$ cat src/rtl/sqrt_arb_pkg.sv
// sqrt_arb_pkg: shared state type, defaults and helpers
// for the round-robin sqrt core arbiter.
package sqrt_arb_pkg;

  localparam int DEF_N_REQ   = 4;
  localparam int DEF_DW      = 8;
  localparam int DEF_TIMEOUT = 255;

  typedef enum logic [1:0] {
    IDLE,
    ISSUE,
    WAIT,
    RESP
  } arb_state_e;

  function automatic int rr_next(
    input int last,
    input int n
  );
    return (last >= n - 1) ? 0 : last + 1;
  endfunction

endpackage

$ cat src/rtl/sqrt_rr_pick.sv
// sqrt_rr_pick: rotating-priority picker, searches upward
// from the slot after last_i and wraps modulo N_REQ.
import sqrt_arb_pkg::*;

module sqrt_rr_pick #(
  parameter int N_REQ = DEF_N_REQ
) (
  input  logic [N_REQ-1:0]         req_i,
  input  logic [$clog2(N_REQ)-1:0] last_i,
  output logic [$clog2(N_REQ)-1:0] grant_o,
  output logic                     any_o
);

  localparam int GW = $clog2(N_REQ);

  logic [GW-1:0] idx;

  always_comb begin
    grant_o = '0;
    any_o   = 1'b0;
    idx     = GW'(rr_next(int'(last_i), N_REQ));
    for (int i = 0; i < N_REQ; i++) begin
      if (!any_o && req_i[idx]) begin
        grant_o = idx;
        any_o   = 1'b1;
      end
      idx = (idx == GW'(N_REQ - 1)) ? '0 : idx + 1'b1;
    end
  end

endmodule

$ cat src/rtl/sqrt_arbiter.sv
// sqrt_arbiter: shares one sqrt core among N_REQ requesters,
// one transaction at a time, with a WAIT watchdog.
import sqrt_arb_pkg::*;

module sqrt_arbiter #(
  parameter int N_REQ   = DEF_N_REQ,
  parameter int DW      = DEF_DW,
  parameter int TIMEOUT = DEF_TIMEOUT
) (
  input  logic                clk_i,
  input  logic                enb_i,
  input  logic [N_REQ-1:0]    req_valid_i,
  input  logic [N_REQ*DW-1:0] req_x_i,
  output logic [N_REQ-1:0]    req_ready_o,
  output logic [N_REQ-1:0]    rsp_valid_o,
  input  logic [N_REQ-1:0]    rsp_ready_i,
  output logic [DW-1:0]       rsp_r_o,
  output logic                rsp_err_o,
  output logic                core_valid_o,
  output logic [DW-1:0]       core_x_o,
  input  logic                core_busy_i,
  input  logic                core_ready_i,
  input  logic [DW-1:0]       core_r_i,
  output logic                busy_o
);

  localparam int GW = $clog2(N_REQ);
  localparam int TW = $clog2(TIMEOUT + 1);

  arb_state_e    state_q, state_d;
  logic [GW-1:0] g_q, g_d;
  logic [GW-1:0] last_q, last_d;
  logic [DW-1:0] x_q, x_d;
  logic [DW-1:0] r_q, r_d;
  logic          err_q, err_d;
  logic [TW-1:0] timer_q, timer_d;

  logic [GW-1:0] pick;
  logic          any_req;
  logic          accept;
  logic          issue;
  logic          rsp_done;

  sqrt_rr_pick #(
    .N_REQ(N_REQ)
  ) u_pick (
    .req_i  (req_valid_i),
    .last_i (last_q),
    .grant_o(pick),
    .any_o  (any_req)
  );

  // Accept is gated by enb_i so no pulse escapes during reset.
  assign accept   = enb_i && (state_q == IDLE) && any_req;
  assign issue    = (state_q == ISSUE) && !core_busy_i;
  assign rsp_done = (state_q == RESP) && rsp_ready_i[g_q];

  always_comb begin
    state_d = state_q;
    g_d     = g_q;
    last_d  = last_q;
    x_d     = x_q;
    r_d     = r_q;
    err_d   = err_q;
    timer_d = timer_q;
    unique case (state_q)
      IDLE: begin
        if (accept) begin
          g_d     = pick;
          x_d     = req_x_i[pick*DW +: DW];
          state_d = ISSUE;
        end
      end
      ISSUE: begin
        if (issue) begin
          timer_d = '0;
          state_d = WAIT;
        end
      end
      WAIT: begin
        timer_d = timer_q + 1'b1;
        if (core_ready_i) begin
          r_d     = core_r_i;
          err_d   = 1'b0;
          state_d = RESP;
        end else if (timer_q == TW'(TIMEOUT - 1)) begin
          r_d     = '0;
          err_d   = 1'b1;
          state_d = RESP;
        end
      end
      RESP: begin
        if (rsp_done) begin
          last_d  = g_q;
          state_d = IDLE;
        end
      end
      default: state_d = IDLE;
    endcase
  end

  always_ff @(posedge clk_i or negedge enb_i) begin
    if (!enb_i) begin
      state_q <= IDLE;
      g_q     <= '0;
      last_q  <= GW'(N_REQ - 1);
      x_q     <= '0;
      r_q     <= '0;
      err_q   <= 1'b0;
      timer_q <= '0;
    end else begin
      state_q <= state_d;
      g_q     <= g_d;
      last_q  <= last_d;
      x_q     <= x_d;
      r_q     <= r_d;
      err_q   <= err_d;
      timer_q <= timer_d;
    end
  end

  assign req_ready_o  = accept ? (N_REQ'(1) << pick) : '0;
  assign rsp_valid_o  = (state_q == RESP) ? (N_REQ'(1) << g_q) : '0;
  assign rsp_r_o      = (state_q == RESP) ? r_q : '0;
  assign rsp_err_o    = (state_q == RESP) && err_q;
  assign core_valid_o = issue;
  assign core_x_o     = x_q;
  assign busy_o       = (state_q != IDLE);

endmodule

$ cat config.mk
export PLATFORM = sky130hd
export DESIGN_NAME = sqrt_arbiter
export DESIGN_NICKNAME = d
export VERILOG_FILES = /design/src/rtl/sqrt_arb_pkg.sv /design/src/rtl/sqrt_rr_pick.sv /design/src/rtl/sqrt_arbiter.sv
export SDC_FILE = /design/constraint.sdc
export NUM_CORES = 1
export LEC_CHECK = 0
export CAP_MARGIN = 40
export CORE_ASPECT_RATIO = 0.5
export CORE_UTILIZATION = 39
export DETAILED_ROUTE_END_ITERATION = 6
export PLACE_DENSITY = 0.77
export SLEW_MARGIN = 20
export SYNTH_ARGS = -nofsm -noshare
export SYNTH_HDL_FRONTEND = slang
export SYNTH_SLANG_ARGS = --single-unit
$ cat constraint.sdc
create_clock -name clk_i -period 2.3 [get_ports clk_i]
set_input_delay 0.23 -clock clk_i [delete_from_list [all_inputs] [get_ports clk_i]]
set_output_delay 0.23 -clock clk_i [all_outputs]
set_load 0.01 [all_outputs]
==> results_dict.tcl <==
set metrics [dict create \
    grt_pass1_wl_um 9580 \
    min_period_ns 2.26 \
    vdd_drop_max_uv 483 \
    synth_common_cells "dfrtp_1, nand3_1, nand2_1" \
    synth_top_area_share_pct 37.1 \
    cts_tree "yes" \
    die_w_um 102 \
    slew_viol_final 0 \
    ys_ff_latch 31 \
    synth-simple-area-share_pct 23.2 \
    synth_edf_count 0 \
    h-tree-depth 2 \
    grt_overflow 0 \
    synth-compound-area-share_pct 21.3 \
    seq_power_share_pct 24.9 \
    fin_setup_tns_ns 0 \
    status "finished, final reports clean" \
    drt-total-wl_um 6420 \
    area.growth.synth_to_final_pct 67.9 \
    stdcell_area_mm2 0.00328 \
    dp_hpwl_um 4360 \
    fp.dieArea_mm2 0.00532 \
    powerDensity_mw_per_mm2 1170 \
    clock_latency_ns 0.29 \
    fmax_mhz 442 \
    drive_gt1_share_pct 25.1 \
    power.leakage_uw 0.00142 \
    wl_per_cell_um 16.5 \
    grt_max_degree 32 \
    synth_area_leaders "dfrtp_1, nand3_1, ha_1, and2_1, nand2_1" \
    numClockSinks 31 \
    port_buffers 78 \
    cts_buffer_depth 2 \
    startpoint_type "register" \
    start_util_pct 42.5 \
    finalSetupViolations 0 \
    cp_data_required_time_ns 2.52 \
    p_sw_uw 1480 \
    ys_types 46 \
    hold_path.class "in -> async" \
    cts_hold_buf 0 \
    num_antenna_cells 0 \
    slew_headroom_pct 54.7 \
    skew_ns 0.00439 \
    synth_ff_type "dfrtp_1" \
    synth.area.mux_share_pct 3.97 \
    grt_usage_pct 24.1 \
    synthXorXnorAreaFrac_pct 1.79 \
    hold_violations 0 \
    core.rowCount 17 \
    postPlaceCellArea_mm2 0.00303 \
    die_y_um 52.1 \
    ant_nets 0 \
    p_clk_share_pct 14.9 \
    core_mm2 0.00459 \
    grt_pass1_vias 2022 \
    synth_seq_area_share_pct 39.8 \
    synth_fa_ha_area_share_pct 5.12 \
    cap_violations 0 \
    reg2reg_depth 10 \
    endpoint_kind "register" \
    synth_area_leader_cell "dfrtp_1" \
    p_int_uw 2360 \
    synthArstFlopShare_pct 100 \
    r2r_end "core_x_o[4]" \
    tightestPinTransition_ns 0.674 \
    synth_cells 209 \
    critPathKind "reg -> reg" \
    place_congestion 0.944 \
    yosysMostFrequentCell "dfrtp_1" \
    cp.arrival_ns 2.48 \
    cts_root_buf "clkbuf_8" \
    synth_top_family_by_area "simple AND/OR/NAND/NOR gates" \
    drc 0 \
    drt_iter0_drc 76 \
    swShare_pct 38.5 \
    io_pins 79 \
    via_per_inst 5.43 \
    regToRegSetupSlack_ns 0.04 \
    crit_start "last_q[0]" \
    r2r_start "last_q[0]" \
    firstDrtPassIters 4 \
    netlist_area_mm2 0.00195 \
    synth.avg_cell_area_um2 9.35 \
    total_power_uw 3840 \
    num_vias 2113 \
    crit_fanout 15 \
    numCtsBuffers 5 \
    finish.net_count 382 \
    antenna_found_initial 0 \
    yosys_warnings 0 \
    syn-num-nets 269 \
    clk_pin_slew_ns 0.07 \
    post-route-period-util_pct 98.3 \
    combPwrFrac_pct 60.2 \
]
## layout make-up
class	count	area, um^2
inverter	10	37.5
multi-input combinational	158	1200
clock inverter	2	35.0
clock buffer	6	82.6
tap	66	82.6
timing repair buffer	116	1070
sequential	31	778
fill	359	1310
## per-layer routing
layer	wire length [um]	global-route usage (%)	up-vias
met5	0	0	-
met2	3170	40.8	78
met3	354	4.70	22
li1	-	-	991
met4	206	10.7	0
met1	2700	30.2	1022
## sequential cells by signal, summed over array words and instances (netlist names)
register	flops
core_x_o	8
r_q	8
timer_q	8
g_q	2
last_q	2
state_q	2
err_q	1
## worst max path at each step
stage / to / cells after the start / slack [ns]
floorplan: core_x_o[7] / 7 / 0.05
global placement: req_ready_o[3] / 7 / -0.22
detailed placement: req_ready_o[1] / 7 / -0.23
CTS: req_ready_o[3] / 8 / 0.001
global route: core_x_o[4] / 10 / -0.02
finish: core_x_o[4] / 10 / 0.04
## through the flow
stage / setup slack [ns] / hold slack, ns / util (%) / std cells
global placement: -0.221 / 0.481 / 65.8 / 378
floorplan: 0.0508 / -0.0656 / - / 209
finish: 0.0401 / 0.375 / 71.4 / 389
detailed placement: -0.230 / 0.483 / 65.8 / 378
CTS: 0.00124 / 0.385 / 70.6 / 389
global route: -0.0197 / 0.422 / 71.4 / 389
## cell families after synthesis
| family | after synthesis |
|---|---|
| flops | 31 |
| compound gates | 53 |
| buf+inv | 20 |
| xor+xnor | 4 |
| mux | 6 |
| simple gates | 87 |
| fa+ha+maj | 8 |
## worst max-delay path, cell delays in order, from the launching register on
cell and delay [ns]:
dfstp_2 0.56, ha_4 0.16, buf_6 0.13, inv_1 0.07, buf_4 0.15, a311oi_4 0.24
buf_4 0.16, buf_4 0.20, nand3_1 0.15, nand3_1 0.15, o221a_1 0.21
## power groups by stage
stage | Sequential (uW) | Combinational (uW) | Clock, uW
6_report | 958 | 2310 | 571
5_1_grt | 986 | 2480 | 600
4_1_cts | 954 | 2200 | 573
3_5_place_dp | 956 | 2010 | 0
3_3_place_gp | 947 | 1940 | 0
2_1_floorplan | 954 | 1070 | 0
## cell usage in the layout, fill, tap and decap left out, types with 2 or more instances in the layout
| cell type | n |
|---|---|
| clkdlybuf4s50_1 | 74 |
| buf_4 | 36 |
| dfrtp_1 | 29 |
| nand3_1 | 23 |
| nand2_1 | 18 |
| o21ai_0 | 13 |
| and2_1 | 11 |
| nor2_1 | 11 |
| inv_1 | 10 |
| o31ai_1 | 8 |
| a22o_1 | 8 |
| ha_1 | 6 |
| clkbuf_8 | 6 |
| a21oi_1 | 5 |
| mux2_2 | 4 |
| o221a_2 | 4 |
| xor2_1 | 4 |
| buf_6 | 4 |
| or3_1 | 3 |
| nand4_1 | 3 |
| o221a_1 | 3 |
| or2_4 | 2 |
| nor4_4 | 2 |
| and2_4 | 2 |
| and3_1 | 2 |
| dfstp_2 | 2 |
| buf_2 | 2 |
## timing repair
| item | in CTS | in global routing |
|---|---|---|
| buffers inserted | 3 | 2 |
| resized for setup | 34 | 8 |
| pin swaps | 8 | 10 |
| setup endpoints to repair | 12 | 7 |
No activity file was read; power rests on OpenSTA's default activity.
